[src/rtl/fft_pkg.sv]
// Shared FFT datapath types: writeback FSM states, butterfly result beat
// and the in-place index helper used by read and write address generators.
package fft_pkg;

    localparam int FFT_WIDTH = 24;

    typedef enum logic [2:0] {
        IDLE,
        WR0,
        WR1,
        WR2,
        WR3
    } wb_state_t;

    typedef struct packed {
        logic [FFT_WIDTH-1:0] top_re;
        logic [FFT_WIDTH-1:0] top_im;
        logic [FFT_WIDTH-1:0] bot_re;
        logic [FFT_WIDTH-1:0] bot_im;
    } cplx_beat_t;

    // Top point of butterfly k in stage s: insert a zero at bit s of k.
    function automatic int unsigned inplace_idx(input int unsigned k, input int unsigned s);
        int unsigned span;
        span = 32'd1 << s;
        return ((k >> s) << (s + 32'd1)) | (k & (span - 32'd1));
    endfunction

endpackage

[src/rtl/fft_inplace_addr_gen.sv]
// Combinational top/bottom point index for butterfly k of a given stage;
// shared between the read-side and write-side address generators.
module fft_inplace_addr_gen
    import fft_pkg::*;
#(
    parameter int N = 8
) (
    input  logic [$clog2(N)-2:0] k_i,
    input  logic [$clog2(N)-1:0] stage_i,
    output logic [$clog2(N)-1:0] top_o,
    output logic [$clog2(N)-1:0] bot_o
);

    localparam int IW = $clog2(N);

    int unsigned top_idx;

    always_comb begin
        top_idx = inplace_idx(32'(k_i), 32'(stage_i));
        top_o   = IW'(top_idx);
        bot_o   = IW'(top_idx + (32'd1 << stage_i));
    end

endmodule

[src/rtl/fft_writeback.sv]
// AXI-stream sink that serialises each butterfly beat into four in-place
// RAM word writes, tracks beats per stage pass and checks tlast placement.
module fft_writeback
    import fft_pkg::*;
#(
    parameter int width = FFT_WIDTH,
    parameter int N     = 8,
    parameter int AW    = $clog2(N) + 1
) (
    input  logic                  clk,
    input  logic                  rst,
    input  logic                  s_axis_tvalid,
    output logic                  s_axis_tready,
    input  logic                  s_axis_tlast,
    input  logic [0:3][width-1:0] data_i,
    input  logic [$clog2(N)-1:0]  stage_i,
    output logic                  wr_en_o,
    output logic [AW-1:0]         wr_addr_o,
    output logic [width-1:0]      wr_data_o,
    output logic                  frame_done_o,
    output logic                  err_o
);

    localparam int IW = $clog2(N);
    localparam int CW = IW - 1;
    localparam logic [CW-1:0] K_LAST = CW'(N / 2 - 1);

    wb_state_t      state_q, state_d;
    logic [CW-1:0]  cnt_q, cnt_d;
    logic           err_q, err_d;
    logic           wr_en_q, wr_en_d;
    logic [AW-1:0]  wr_addr_q, wr_addr_d;
    logic [width-1:0] wr_data_q, wr_data_d;
    logic           done_pend_q, done_pend_d;
    logic           frame_done_q, frame_done_d;

    cplx_beat_t     beat_q, beat_d;
    logic           last_q, last_d;
    logic [IW-1:0]  top_q, top_d;
    logic [IW-1:0]  bot_q, bot_d;
    logic [IW-1:0]  stage_q, stage_d;

    logic           tready_int;
    logic           beat_accept;
    logic [IW-1:0]  stage_eff;
    logic [IW-1:0]  top_idx;
    logic [IW-1:0]  bot_idx;

    assign tready_int  = (state_q == IDLE) || (state_q == WR3);
    assign beat_accept = s_axis_tvalid && tready_int;
    // The stage is captured with the first beat of a pass; later changes are ignored.
    assign stage_eff   = (cnt_q == '0) ? stage_i : stage_q;

    fft_inplace_addr_gen #(
        .N(N)
    ) u_addr_gen (
        .k_i    (cnt_q),
        .stage_i(stage_eff),
        .top_o  (top_idx),
        .bot_o  (bot_idx)
    );

    always_comb begin
        // NOTE: every signal gets a default before any branch, otherwise an unassigned path infers a latch.
        state_d      = state_q;
        cnt_d        = cnt_q;
        err_d        = err_q;
        wr_en_d      = 1'b0;
        wr_addr_d    = wr_addr_q;
        wr_data_d    = wr_data_q;
        done_pend_d  = 1'b0;
        frame_done_d = done_pend_q;
        beat_d       = beat_q;
        last_d       = last_q;
        top_d        = top_q;
        bot_d        = bot_q;
        stage_d      = stage_q;

        unique case (state_q)
            IDLE: begin
                if (beat_accept) state_d = WR0;
            end
            WR0: begin
                state_d   = WR1;
                wr_en_d   = 1'b1;
                wr_addr_d = AW'({top_q, 1'b0});
                wr_data_d = width'(beat_q.top_re);
            end
            WR1: begin
                state_d   = WR2;
                wr_en_d   = 1'b1;
                wr_addr_d = AW'({top_q, 1'b1});
                wr_data_d = width'(beat_q.top_im);
            end
            WR2: begin
                state_d   = WR3;
                wr_en_d   = 1'b1;
                wr_addr_d = AW'({bot_q, 1'b0});
                wr_data_d = width'(beat_q.bot_re);
            end
            WR3: begin
                state_d     = beat_accept ? WR0 : IDLE;
                wr_en_d     = 1'b1;
                wr_addr_d   = AW'({bot_q, 1'b1});
                wr_data_d   = width'(beat_q.bot_im);
                done_pend_d = last_q;
            end
            default: state_d = IDLE;
        endcase

        if (beat_accept) begin
            beat_d.top_re = FFT_WIDTH'(data_i[0]);
            beat_d.top_im = FFT_WIDTH'(data_i[1]);
            beat_d.bot_re = FFT_WIDTH'(data_i[2]);
            beat_d.bot_im = FFT_WIDTH'(data_i[3]);
            last_d        = s_axis_tlast;
            top_d         = top_idx;
            bot_d         = bot_idx;
            stage_d       = stage_eff;
            cnt_d         = (s_axis_tlast || (cnt_q == K_LAST)) ? '0 : cnt_q + 1'b1;
            // tlast must coincide exactly with the final beat; early or missing both flag.
            if (s_axis_tlast != (cnt_q == K_LAST)) err_d = 1'b1;
        end
    end

    // NOTE: sequential state uses non-blocking assignments so all flops update from pre-edge values.
    always_ff @(posedge clk) begin
        if (rst) begin
            state_q      <= IDLE;
            cnt_q        <= '0;
            err_q        <= 1'b0;
            wr_en_q      <= 1'b0;
            wr_addr_q    <= '0;
            wr_data_q    <= '0;
            done_pend_q  <= 1'b0;
            frame_done_q <= 1'b0;
        end else begin
            state_q      <= state_d;
            cnt_q        <= cnt_d;
            err_q        <= err_d;
            wr_en_q      <= wr_en_d;
            wr_addr_q    <= wr_addr_d;
            wr_data_q    <= wr_data_d;
            done_pend_q  <= done_pend_d;
            frame_done_q <= frame_done_d;
        end
    end

    // NOTE: beat hold registers are deliberately unreset; they are only read after a fresh acceptance reloads them.
    always_ff @(posedge clk) begin
        beat_q  <= beat_d;
        last_q  <= last_d;
        top_q   <= top_d;
        bot_q   <= bot_d;
        stage_q <= stage_d;
    end

    assign s_axis_tready = tready_int && !rst;
    assign wr_en_o       = wr_en_q;
    assign wr_addr_o     = wr_addr_q;
    assign wr_data_o     = wr_data_q;
    assign frame_done_o  = frame_done_q;
    assign err_o         = err_q;

endmodule

[config.mk]
export PLATFORM = sky130hd
export DESIGN_NAME = fft_writeback
export DESIGN_NICKNAME = d
export VERILOG_FILES = /design/src/rtl/fft_pkg.sv /design/src/rtl/fft_inplace_addr_gen.sv /design/src/rtl/fft_writeback.sv
export SDC_FILE = /design/constraint.sdc
export NUM_CORES = 1
export LEC_CHECK = 0
export ABC_AREA = 1
export CAP_MARGIN = 20
export CELL_PAD_IN_SITES_DETAIL_PLACEMENT = 1
export CELL_PAD_IN_SITES_GLOBAL_PLACEMENT = 2
export CORE_ASPECT_RATIO = 1.4
export CORE_MARGIN = 2
export CORE_UTILIZATION = 35
export DETAILED_ROUTE_END_ITERATION = 8
export DONT_BUFFER_PORTS = 1
export PLACE_DENSITY = 0.82
export SYNTH_ARGS = -nofsm -noshare
export SYNTH_HDL_FRONTEND = slang
export SYNTH_HIERARCHICAL = 1
export SYNTH_SLANG_ARGS = --single-unit
export TNS_END_PERCENT = 1
[constraint.sdc]
create_clock -name clk -period 3 [get_ports clk]
set_input_delay 0.6 -clock clk [delete_from_list [all_inputs] [get_ports clk]]
set_output_delay 0.6 -clock clk [all_outputs]
set_load 0.02 [all_outputs]
# Word level (Yosys, flattened, before mapping)
# Index checks and enable logic that the tools add are counted.
[op_classes]
eq_ne = 7
mux = 8
n_shift = 4
addsub = 4
bitwise = 3
reduce_logical = 11
[ops]
columns = ["cell", "n"]
rows = [
  ["case mux 24 bit (4 select lines)", 1],
  ["left shift 32 x 32 -> 3 bit", 1],
  [">> shifter 2 x 3 -> 32 bit", 1],
  ["case mux 4 bit (4 select lines)", 1],
  ["case mux 3 bit (5 select lines)", 1],
  ["equality test 3 x 2 -> 1 bit, second input constant", 2],
  ["two-way mux 3 bit", 2],
  ["left shift 1 x 3 -> 3 bit, first input constant", 2],
  ["adder 3 x 1 -> 4 bit, second input constant", 1],
  ["nonzero test 4 bit", 1],
  ["OR reduction 4 bit", 1],
  ["adder 3 bit", 1],
  ["bitwise AND 2 x 3 -> 3 bit", 1],
  ["equality test 3 x 1 -> 1 bit, second input constant", 1],
  ["equality test 3 bit, second input constant", 1],
  ["logical NOT 3 bit", 1],
  ["bitwise OR 3 bit", 1],
  ["subtractor 3 x 1 -> 3 bit, second input constant", 1],
  ["adder 2 x 1 -> 2 bit, second input constant", 1],
  ["equality test 2 bit, second input constant", 1],
  ["logical AND 1 bit", 2],
  ["logical NOT 2 bit", 1],
  ["logical OR 1 bit", 2],
  ["two-way mux 1 bit", 2],
  ["other kinds (7)", 7],
]
[totals]
in_bits = 103
out_inout_bits = 32
regBits = 143
word_cells = 53

# Logic depth before layout (Yosys ltp)
# Gate-level depths: netlist (run 1).
[logic_depth]
ltp_word = 7
mapped_depth = 18
depth_no_buf = 18

# Cells and area by module
# Netlist (run 1), hierarchy kept.
[by_module_without_submodules]
columns = ["mod", "cells_each", "n_inst", "area_each_um2"]
rows = [
  ["fft_writeback", 496, 1, 5580.4],
  ["fft_inplace_addr_gen", 52, 1, 275.3],
]

# Worst setup path before layout (run 1)
# Ideal clock, no wire load.
[synth_timing]
path_type = "reg2reg"
start = "reg state_q[0]"
end = "reg beat_q[0] (netlist name) (enable)"
period_less_slack_ns = 3.268
path_buffers = 1
setup_time_ns = 0.460
setup_slack_ns = -0.268
arrival_ns = 2.808
stages_incl_launch_ff = 5
path_cell_list = "dfxtp_1 buf_6 nor2_8 nand2_1 inv_1"
[synth_via]
elab_chain_cells = 3
elab_cells_between_ends = 4
cone_classes = "1 x eq/ne; 3 x reduce/logical"
[synth_rtl]
columns = ["item", "line", "text"]
rows = [
  ["from (decl)", "fft_writeback.sv:28", "wb_state_t state_q, state_d;"],
  ["from (signal assigned)", "fft_writeback.sv:138", "state_q <= state_d;"],
  ["equality test 3 bit / logical NOT 3 bit (equally long branches)", "fft_writeback.sv:49", "assign tready_int = (state_q == IDLE) || (state_q == WR3);"],
  ["logical OR 1 bit (*)", "fft_writeback.sv:49", ""],
  ["logical AND 1 bit (*)", "fft_writeback.sv:50", "assign beat_accept = s_axis_tvalid && tready_int;"],
  ["named net beat_accept", "fft_writeback.sv:44", "logic beat_accept;"],
  ["to (signal assigned)", "fft_writeback.sv:151", "beat_q <= beat_d;"],
  ["to (decl)", "fft_writeback.sv:37", "cplx_beat_t beat_q, beat_d;"],
]
# The timed path passes the listed nets; every way through them passes the cells marked *.
# A chain may end at the register's enable or synchronous reset.

# Worst setup path after layout (run 1)
[layout_timing]
start = "reg cnt_q[1]"
end = "reg bot_q[2] (data pin)"
[layout_via]
elab_chain_cells = 7
elab_cells_between_ends = 11
cone_classes = "3 x add/sub; 4 x shift; 1 x mux; 2 x bitwise; 1 x reduce/logical"
[layout_rtl]
columns = ["item", "line", "text"]
rows = [
  ["from (decl)", "fft_writeback.sv:29", "logic [CW-1:0] cnt_q, cnt_d;"],
  ["from (signal assigned)", "fft_writeback.sv:139", "cnt_q <= cnt_d;"],
  ["logical NOT 2 bit (*)", "fft_writeback.sv:52", "assign stage_eff = (cnt_q == '0) ? stage_i : stage_q;"],
  ["two-way mux 3 bit (*)", "fft_writeback.sv:52", ""],
  ["named net stage_eff[1]", "fft_writeback.sv:45", "logic [IW-1:0] stage_eff;"],
  ["branches (longest 3 deep; another with adder 3 x 1 -> 4 bit)", "n/a", ""],
  ["bitwise OR 3 bit (*)", "fft_pkg.sv:26", "return ((k >> s) << (s + 32'd1)) | (k & (span - 32'd1));"],
  ["named net top_idx[0]", "fft_writeback.sv:46", "logic [IW-1:0] top_idx;"],
  ["adder 3 bit (*)", "fft_inplace_addr_gen.sv:21", "bot_o = IW'(top_idx + (32'd1 << stage_i));"],
  ["named net bot_idx[2]", "fft_writeback.sv:47", "logic [IW-1:0] bot_idx;"],
  ["to (signal assigned)", "fft_writeback.sv:154", "bot_q <= bot_d;"],
  ["to (decl)", "fft_writeback.sv:40", "logic [IW-1:0] bot_q, bot_d;"],
]
# Mark *: on every way through the listed nets, which the timed path passes.

==> reports/results.txt, run 1 <==
Status: finished, final reports clean
Tot GR Track Use: 16.0%
Drt pass-1 iters: 4
CTS tree: built
Final ANT Viol Nets: 0
Worst reg2reg path startpoint: cnt_q[1]
Slew @ Worst Pin: 0.686 ns
Top_reg_cell synth: edfxtp_1
Hold endpoint: err_o
#FFs+latches synth: 143
Max-slew violation count: 0
Sequential share of the synthesized area: 67.0%
Hold Vio Cnt, Final: 0
Rows: 56
Reg-to-reg slack, setup: 0.21 ns
Synth Net Count: 660
# IOs: 135
Final Instance Area: 0.00670 mm²
Hold-critical path depth: 1
Worst-skew pair later-pin latency: 0.41 ns
CP Class: reg2reg
# resized after CTS: 4
Pin count of the biggest net entering global routing: 58
Clk pin slew, worst setup/hold paths: 0.06 ns
Setup crit start kind: flop
Number of flops mapped to enable cells by yosys: 106
Final wirelength: 13800 µm
Final min period: 2.79 ns
RD Place Congestion: 0.864
HP Class: in2reg
Dpl ws: -0.104 ns
Max frequency: 0.359 GHz
Clk_skew: 0.00631 ns
Pwr dens: 780 mW/mm²
Clock Sinks: 143
Root buffer cell: clkbuf_16
Nets: 667
YS warnings: 6
Max Cap Viol: 0
Finished Layout Cells: 772
Global route total overflow: 0
Placed cell areas: 0.00606 mm²
Layout cells sized above 1: 12.5%
Cts hold-fix bufs: 0
Hold Path Origin: rst
Post-Syn Area per Cell: 10.7 µm²
Total number of vias: 3687
HPWL Detailed: 10100 µm
Vias per cell: 4.78
Crit share post-route: 92.9%
Most frequent cells in the layout: nand2_1 (164), edfxtp_1 (106), nor2_1 (56), nand3_1 (55), inv_1 (42)
Static leakage: 0.00268 µW
Htree depth: 4
Worst Path Arrival: 2.96 ns
Total CTS buffers: 17
Largest vdd supply drop: 0.000379 V
Wirelength per Cell: 17.9 µm
Die X: 113 µm
DR DRC count: 0
DIE HEIGHT: 157 µm
Final Hold Slack: 0.258 ns
Worst reg-to-reg path cell count: 16
IO Port Bufs: 0
Min setup slack post-route: 0.214 ns
Post-CTS setup buffer count: 0
DRT iter0 DRCs: 152
Req. time, crit path: 3.17 ns
Core area: 0.0165 mm²
Crit path max fanout: 5
Clock Path Buffers: 2
Commonest non-fill, non-tap cell in the layout: nand2_1
Placed cell count: 739
Post-synthesis cell count: 548
Area grow syn2layout: 14.4%
Reg2reg end: bot_q[2]
RSZ-0062 raised after global routing: false
Async set or reset register ratio after synthesis: 0%
Die Footprint: 0.0178 mm²
Netlist cell types: 26
Worst setup EP type: flop
Setup violations, final: 0
First-pass GRT wire length: 21000 µm
Initial antenna violation count: 1
Cell Area, Synth: 0.00586 mm²
Initial Utilization: 35.4%
Rel. slew slack: 54.2%
Vias in the first global route: 3828
critical path: stages (launching register included):
cell	delay, ns
dfxtp_2	0.36
inv_1	0.09
ha_4	0.18
mux2_2	0.28
inv_2	0.07
ha_1	0.32
inv_1	0.08
nand2_1	0.11
o21ai_1	0.09
ha_1	0.20
fa_2	0.34
inv_1	0.06
nand3_1	0.07
nand2_1	0.09
nand4_1	0.10
nand2_1	0.06
inv_1	0.03
sequential cells by signal, indices dropped and copies added, names as in the netlist:
name	count
cnt_q	2
wr_data_o	24
stage_q	3
wr_addr_o	4
last_q	1
top_q	3
wr_en_o	1
bot_q	3
beat_q	96
err_o	1
frame_done_o	1
state_q	3
done_pend_q	1
power by group:
part	internal [µW]	switching [µW]	total (µW)	leakage, µW
clock	1330	811	2140	0.000283
combinational	160	394	555	0.00108
sequential	2360	166	2530	0.00132
total	3850	1370	5220	0.00268
synth_stat cells, drive strengths merged, types with 3 or more instances:
cell,instances,area (µm²)
nand4,17,106
mux2,3,33.8
a21oi,6,30.0
dfxtp,37,741
nor2,62,280
clkbuf,3,11.3
nand3,57,295
inv,52,195
a211oi,3,22.5
edfxtp,106,3180
nand2,171,688
buf,18,126
ha,8,100
o21ai,3,15.0
area by class of cell:
type / count / area [µm²]
Multi-Input combinational cell: 332 / 1620
Tap cell: 203 / 254
Timing Repair Buffer: 9 / 80.1
Clock inverter: 11 / 130
Inverter: 52 / 199
Fill cell: 1802 / 9840
Antenna cell: 1 / 2.50
Sequential cell: 143 / 3930
Clock buffer: 21 / 483
how the worst max path moves through the flow:
stage | end | start
2_1_floorplan | beat_q[0] | s_axis_tvalid
6_report | bot_q[2] | cnt_q[1]
3_5_place_dp | bot_q[2] | cnt_q[0]
3_3_place_gp | bot_q[2] | cnt_q[0]
5_1_grt | bot_q[2] | cnt_q[1]
4_1_cts | bot_q[2] | cnt_q[0]
per-stage QoR:
| step | power, µW | setup TNS, ns | util [%] |
|---|---|---|---|
| 2_1_floorplan | 2970 | 0 | - |
| 3_3_place_gp | 3090 | 0 | 36.6 |
| 3_5_place_dp | 3130 | -0.104 | 36.6 |
| 4_1_cts | 5290 | 0 | 40.4 |
| 5_1_grt | 5450 | 0 | 40.5 |
| 6_report | 5220 | 0 | 40.5 |
layer usage:
layer,global-route usage [%],wire length (µm),vias to the layer above
met4,6.04,265,0
met2,29.3,7570,81
li1,-,-,1834
met1,17.4,5450,1758
met5,0,0,-
met3,4.43,551,14
kinds of logic (layout without fill, tap and decap cells):
logic type / Yosys count / after routing / synth area share [%]
DFF: 143 / 143 / 67.0
other: 0 / 1 / 0
buffers and inverters: 73 / 93 / 5.68
AOI/OAI and AO/OA: 12 / 12 / 1.15
and+or+nand+nor: 308 / 308 / 23.5
adders and majority gates: 9 / 9 / 2.05
muxes: 3 / 3 / 0.577
(Power assumes the default switching activity.)
==> run 2: changes to the inputs <==
--- a/config.mk
+++ b/config.mk
@@ -9,12 +9,12 @@
 export CAP_MARGIN = 20
 export CELL_PAD_IN_SITES_DETAIL_PLACEMENT = 1
 export CELL_PAD_IN_SITES_GLOBAL_PLACEMENT = 2
-export CORE_ASPECT_RATIO = 1.4
+export CORE_ASPECT_RATIO = 0.75
 export CORE_MARGIN = 2
 export CORE_UTILIZATION = 35
 export DETAILED_ROUTE_END_ITERATION = 8
 export DONT_BUFFER_PORTS = 1
-export PLACE_DENSITY = 0.82
+export PLACE_DENSITY = 0.74
 export SYNTH_ARGS = -nofsm -noshare
 export SYNTH_HDL_FRONTEND = slang
 export SYNTH_HIERARCHICAL = 1
==> constraint.sdc (replaced) <==
create_clock -name clk -period 2.5 [get_ports clk]
set_input_delay 0.5 -clock clk [delete_from_list [all_inputs] [get_ports clk]]
set_output_delay 0.5 -clock clk [all_outputs]
set_load 0.02 [all_outputs]
==> reports/results.txt, run 2 (synthesis results as in run 1) <==
Wirelength per Cell: 18.5 µm
Most frequent cells in the layout: nand2_1 (158), edfxtp_1 (106), nor2_1 (56), nand3_1 (53), inv_1 (37)
Area grow syn2layout: 19.0%
Initial Utilization: 36.1%
Vias per cell: 4.88
DR DRC count: 0
Crit path max fanout: 4
HPWL Detailed: 10000 µm
Layout cells sized above 1: 19.4%
Clock Sinks: 143
Clk_skew: 0.0102 ns
Worst Path Arrival: 2.80 ns
RD Place Congestion: 0.788
Slowest cell on crit path: fa_2
# IOs: 135
Global route total overflow: 0
HP Class: in2reg
Total CTS buffers: 17
CP Class: reg2reg
CTS tree: built
Total number of vias: 3921
Die Footprint: 0.0178 mm²
Vias in the first global route: 4166
Hold Vio Cnt, Final: 0
Setup violations, final: 1
Pwr dens: 898 mW/mm²
Commonest non-fill, non-tap cell in the layout: nand2_1
Worst-skew pair later-pin latency: 0.42 ns
Clock Path Buffers: 2
Max Cap Viol: 0
Rel. slew slack: 56.9%
Pin count of the biggest net entering global routing: 57
Final wirelength: 14900 µm
CP delay by family, top: adder cells
Htree depth: 4
Req. time, crit path: 2.68 ns
Cts hold-fix bufs: 0
Die X: 153 µm
Final min period: 2.62 ns
Final ANT Viol Nets: 0
Slew @ Worst Pin: 0.645 ns
CP bufs+invs: 5
Failing checks: setup timing
Max frequency: 0.381 GHz
Status: finished with violations
Max-slew violation count: 0
DIE HEIGHT: 116 µm
Drt pass-1 iters: 4
IO Port Bufs: 0
Fill cells: 1751
Nets: 691
Largest register FFs: 96
Root buffer cell: clkbuf_16
Rows: 40
Crit share post-route: 105%
Min setup slack post-route: -0.123 ns
First-pass GRT wire length: 23200 µm
Crit-path max cell delay: 0.38 ns
Tot GR Track Use: 17.3%
Clk pin slew, worst setup/hold paths: 0.06 ns
Setup TNS: -0.123 ns
Worst setup EP type: flop
Critical-path cell list: inv_2, ha_4, mux2_4, inv_6, ha_4, inv_4, o21ai_2, o21ai_2, ha_2, fa_2, inv_2, nand3_2, nand2_2, nand4_1, nand2_1, inv_1
Final Hold Slack: 0.153 ns
Reg-to-reg slack, setup: -0.12 ns
Biggest register: beat_q
Initial antenna violation count: 0
RSZ-0062 raised after global routing: true
Setup crit start kind: flop
DRT iter0 DRCs: 187
Largest vdd supply drop: 0.000331 V
Core area: 0.0162 mm²
Static leakage: 0.00281 µW
## run 2: power breakdown
part	total, µW	internal, µW	switching [µW]
Sequential	3030	2830	199
Combinational	856	303	553
Clock	2370	1360	1010
## run 2: path summary, 6_finish.rpt
| path | endpoint | start | depth (start not counted) |
|---|---|---|---|
| min reg2reg | frame_done_o | done_pend_q | 2 |
| max | bot_q[2] | cnt_q[1] | 16 |
| max reg2reg | bot_q[2] | cnt_q[1] | 16 |
| min | state_q[0] | rst | 1 |
## run 2: repair_timing
action / 4_1_cts / 5_1_grt
pin swaps: 9 / 10
endpoints found under the setup margin: 2 / 2
gates resized for setup: 19 / 18
buffers inserted: 6 / 5
## run 2: cell type report
| class | count | area, µm² | share of cell area (%) |
|---|---|---|---|
| flip-flops and latches | 143 | 3930 | 56.4 |
| multi-input cells | 332 | 1740 | 25.0 |
| clock buffers | 17 | 425 | 6.10 |
| repair buffers | 33 | 280 | 4.02 |
| well taps | 210 | 263 | 3.77 |
| inverters | 52 | 209 | 3.00 |
| clock inverters | 15 | 120 | 1.72 |
| diodes | 1 | 2.50 | 0.0359 |
## run 2: metrics by stage
step	cell area [µm²]	power, µW	setup WS (ns)	instances	utilization, %
2_1_floorplan	5900	3580	-0.0481	548	-
3_3_place_gp	6210	3800	-0.111	759	38.3
3_5_place_dp	6210	3850	-0.324	759	38.3
4_1_cts	6850	6290	-0.0728	797	42.3
5_1_grt	6970	6550	-0.246	802	43.0
6_report	6970	6260	-0.123	803	43.0
## run 2: metal layers
layer	track usage [%]	wire length, µm
met5	0	0
met4	7.46	271
met3	4.38	755
met2	27.7	7040
met1	22.6	6820
==> run 3: changes to the inputs <==
--- a/config.mk
+++ b/config.mk
@@ -5,7 +5,6 @@
 export SDC_FILE = /design/constraint.sdc
 export NUM_CORES = 1
 export LEC_CHECK = 0
-export ABC_AREA = 1
 export CAP_MARGIN = 20
 export CELL_PAD_IN_SITES_DETAIL_PLACEMENT = 1
 export CELL_PAD_IN_SITES_GLOBAL_PLACEMENT = 2
@@ -14,7 +13,7 @@
 export CORE_UTILIZATION = 35
 export DETAILED_ROUTE_END_ITERATION = 8
 export DONT_BUFFER_PORTS = 1
-export PLACE_DENSITY = 0.74
+export PLACE_DENSITY = 0.69
 export SYNTH_ARGS = -nofsm -noshare
 export SYNTH_HDL_FRONTEND = slang
 export SYNTH_HIERARCHICAL = 1
==> reports/results.txt, run 3 <==
Worst Path Arrival: 2.75 ns
Synth Net Count: 486
Largest register FFs: 96
Cts hold-fix bufs: 0
Worst path most repeated cell: ha_4
Total number of vias: 3218
Slowest cell on crit path: fa_2
Setup TNS: -0.137 ns
Multi-input logic area: 0.00156 mm²
YS warnings: 6
Clock Sinks: 143
RSZ-0062 raised after global routing: true
Htree depth: 4
Layout cells sized above 1: 20.2%
Critical-path cell list: inv_2, ha_4, mux2_4, inv_4, ha_4, nor4_4, nand3_1, o21ai_2, ha_2, fa_2
CTS tree: built
Die X: 150 µm
Largest family of logic cells by synthesized area: compound AO/OA/AOI/OAI gates
HP Class: in2reg
CP Class: reg2reg
Synth top cells by count: edfxtp_1 (106), a21oi_1 (54), dfxtp_1 (37)
Total Power: 6350 µW
Async set or reset register ratio after synthesis: 0%
Cell Area, Synth: 0.00560 mm²
Top cell type's share of synthesized area: 56.9%
HPWL Detailed: 8370 µm
Setup crit start kind: flop
Placed cell count: 572
Final wirelength: 13300 µm
Rows: 39
Max-slew violation count: 0
#FFs+latches synth: 143
Crit-path max cell delay: 0.42 ns
Worst setup EP type: flop
Tot GR Track Use: 16.0%
IO Port Bufs: 0
Dominant cell type by area after synthesis: edfxtp_1
Sequential cell area: 0.00393 mm²
Drt pass-1 iters: 4
Worst-skew pair later-pin latency: 0.43 ns
Vias per cell: 5.28
# IOs: 135
Simple-gate share of the synthesized area: 4.49%
Wirelength per Cell: 21.8 µm
Max Cap Viol: 0
DIE HEIGHT: 114 µm
Top-count cell post-synth: edfxtp_1
Failing checks: setup timing
Core area: 0.0154 mm²
Most frequent cells in the layout: edfxtp_1 (106), a21oi_1 (54), dfxtp_1 (33), mux2i_1 (24)
RD Place Congestion: 0.710
Global route total overflow: 0
Clk_skew: 0.00793 ns
First-pass GRT wire length: 19900 µm
Req. time, crit path: 2.67 ns
Number of flops mapped to enable cells by yosys: 106
Leading post-synthesis cells by cell area: edfxtp_1 (57%), dfxtp_1 (13%), a21oi_1 (4.8%)
Post-Synth XOR/XNOR Area: 0.783%
Nets: 504
Total CTS buffers: 17
Clk pin slew, worst setup/hold paths: 0.06 ns
DR DRC count: 0
Pwr dens: 967 mW/mm²
Setup violations, final: 2
Largest vdd supply drop: 0.000428 V
Die Footprint: 0.0170 mm²
ANT cells: 0
Final Instance Area: 0.00657 mm²
Static leakage: 0.00226 µW
Crit path max fanout: 4
Final ANT Viol Nets: 0
Clock Path Buffers: 2
Max frequency: 0.388 GHz
Placed cell areas: 0.00590 mm²
Slew @ Worst Pin: 0.825 ns
Sequential share of the synthesized area: 70.1%
Fin util: 42.6%
Compound-Gate Fraction of Synth Area: 14.2%
Area grow syn2layout: 17.4%
Hold Vio Cnt, Final: 0
Pin count of the biggest net entering global routing: 112
Netlist cell types: 43
Commonest non-fill, non-tap cell in the layout: edfxtp_1
Post-synthesis mux area share: 4.90%
DRT iter0 DRCs: 118
Top_reg_cell synth: edfxtp_1
Final min period: 2.58 ns
Synth Area in Adders: 2.15%
Initial Utilization: 36.3%
Fill cells: 1551
Vias in the first global route: 3368
Root buffer cell: clkbuf_16
Rel. slew slack: 44.9%
Initial antenna violation count: 1
Post-synthesis cell count: 374
Min setup slack post-route: -0.0802 ns
Status: finished with violations
Post-Syn Area per Cell: 15.0 µm²
Crit share post-route: 103%
Biggest register: beat_q
Finished Layout Cells: 610
[run 3: cell count changes after synthesis, moves of 24 or more]
| cell | previous run | this run |
|---|---|---|
| nand2_1 | 164 | 2 |
| nor2_1 | 58 | 4 |
| nand3_1 | 55 | 4 |
| a21oi_1 | 6 | 54 |
| inv_1 | 46 | 10 |
| mux2i_1 | 0 | 24 |
[run 3: per-layer routing]
layer  GRT usage [%]  vias up  share of wire (%)
met1            20.0     1593                 45
met5               0        -                  0
met4            5.72        0                1.3
li1                -     1488                  -
met2            24.3      120                 45
met3            7.48       17                9.1
[run 3: worst max-delay path: cells and delay by family, from the launching register on]
| kind | cells | cell delay [ns] |
|---|---|---|
| buffers and inverters | 2 | 0.15 |
| AND/OR/NAND/NOR | 2 | 0.41 |
| adder cells (fa/ha/maj) | 4 | 0.98 |
| flip-flops | 1 | 0.32 |
| AO/OA/AOI/OAI | 1 | 0.10 |
| multiplexers | 1 | 0.34 |
[run 3: power by group]
| group | switching, µW | internal, µW |
|---|---|---|
| Sequential | 308 | 2900 |
| Combinational | 441 | 337 |
| Clock | 1070 | 1300 |
| Total | 1820 | 4540 |
[run 3: cell type report]
cell class | instances | area share, %
clock buffer | 17 | 6.48
multi-input combinational | 195 | 23.8
timing repair buffer | 25 | 3.43
inverter | 10 | 0.648
tap | 205 | 3.90
sequential | 143 | 59.8
clock inverter | 15 | 1.92
[run 3: worst paths after layout]
kind,start,endpoint,slack [ns],cells after the start
setup reg to reg,cnt_q[0],bot_q[1],-0.08,10
setup / recovery,cnt_q[0],bot_q[1],-0.08,10
hold / removal,rst,frame_done_o,0.14,1
hold reg to reg,done_pend_q,frame_done_o,0.43,1
[run 3: logic make-up after synthesis]
group / count (synthesis)
flip-flops: 143
AO/OA/AOI/OAI: 116
AND/OR/NAND/NOR: 38
buffers and inverters: 36
multiplexers: 27
adder cells (fa/ha/maj): 9
XOR/XNOR: 5
[run 3: timing repair]
action,in CTS,in global routing
resized for setup,15,5
setup buffers,1,5
setup endpoints to repair,2,2
cloned,0,0
pin swaps,4,8
[run 3: metrics by stage]
step / setup WS, ns / hold WS (ns)
4_1_cts: -0.0432 / 0.122
3_3_place_gp: -0.0886 / 0.423
5_1_grt: -0.154 / 0.128
6_report: -0.0802 / 0.141
3_5_place_dp: -0.274 / 0.426
2_1_floorplan: -1.22 / 0.414
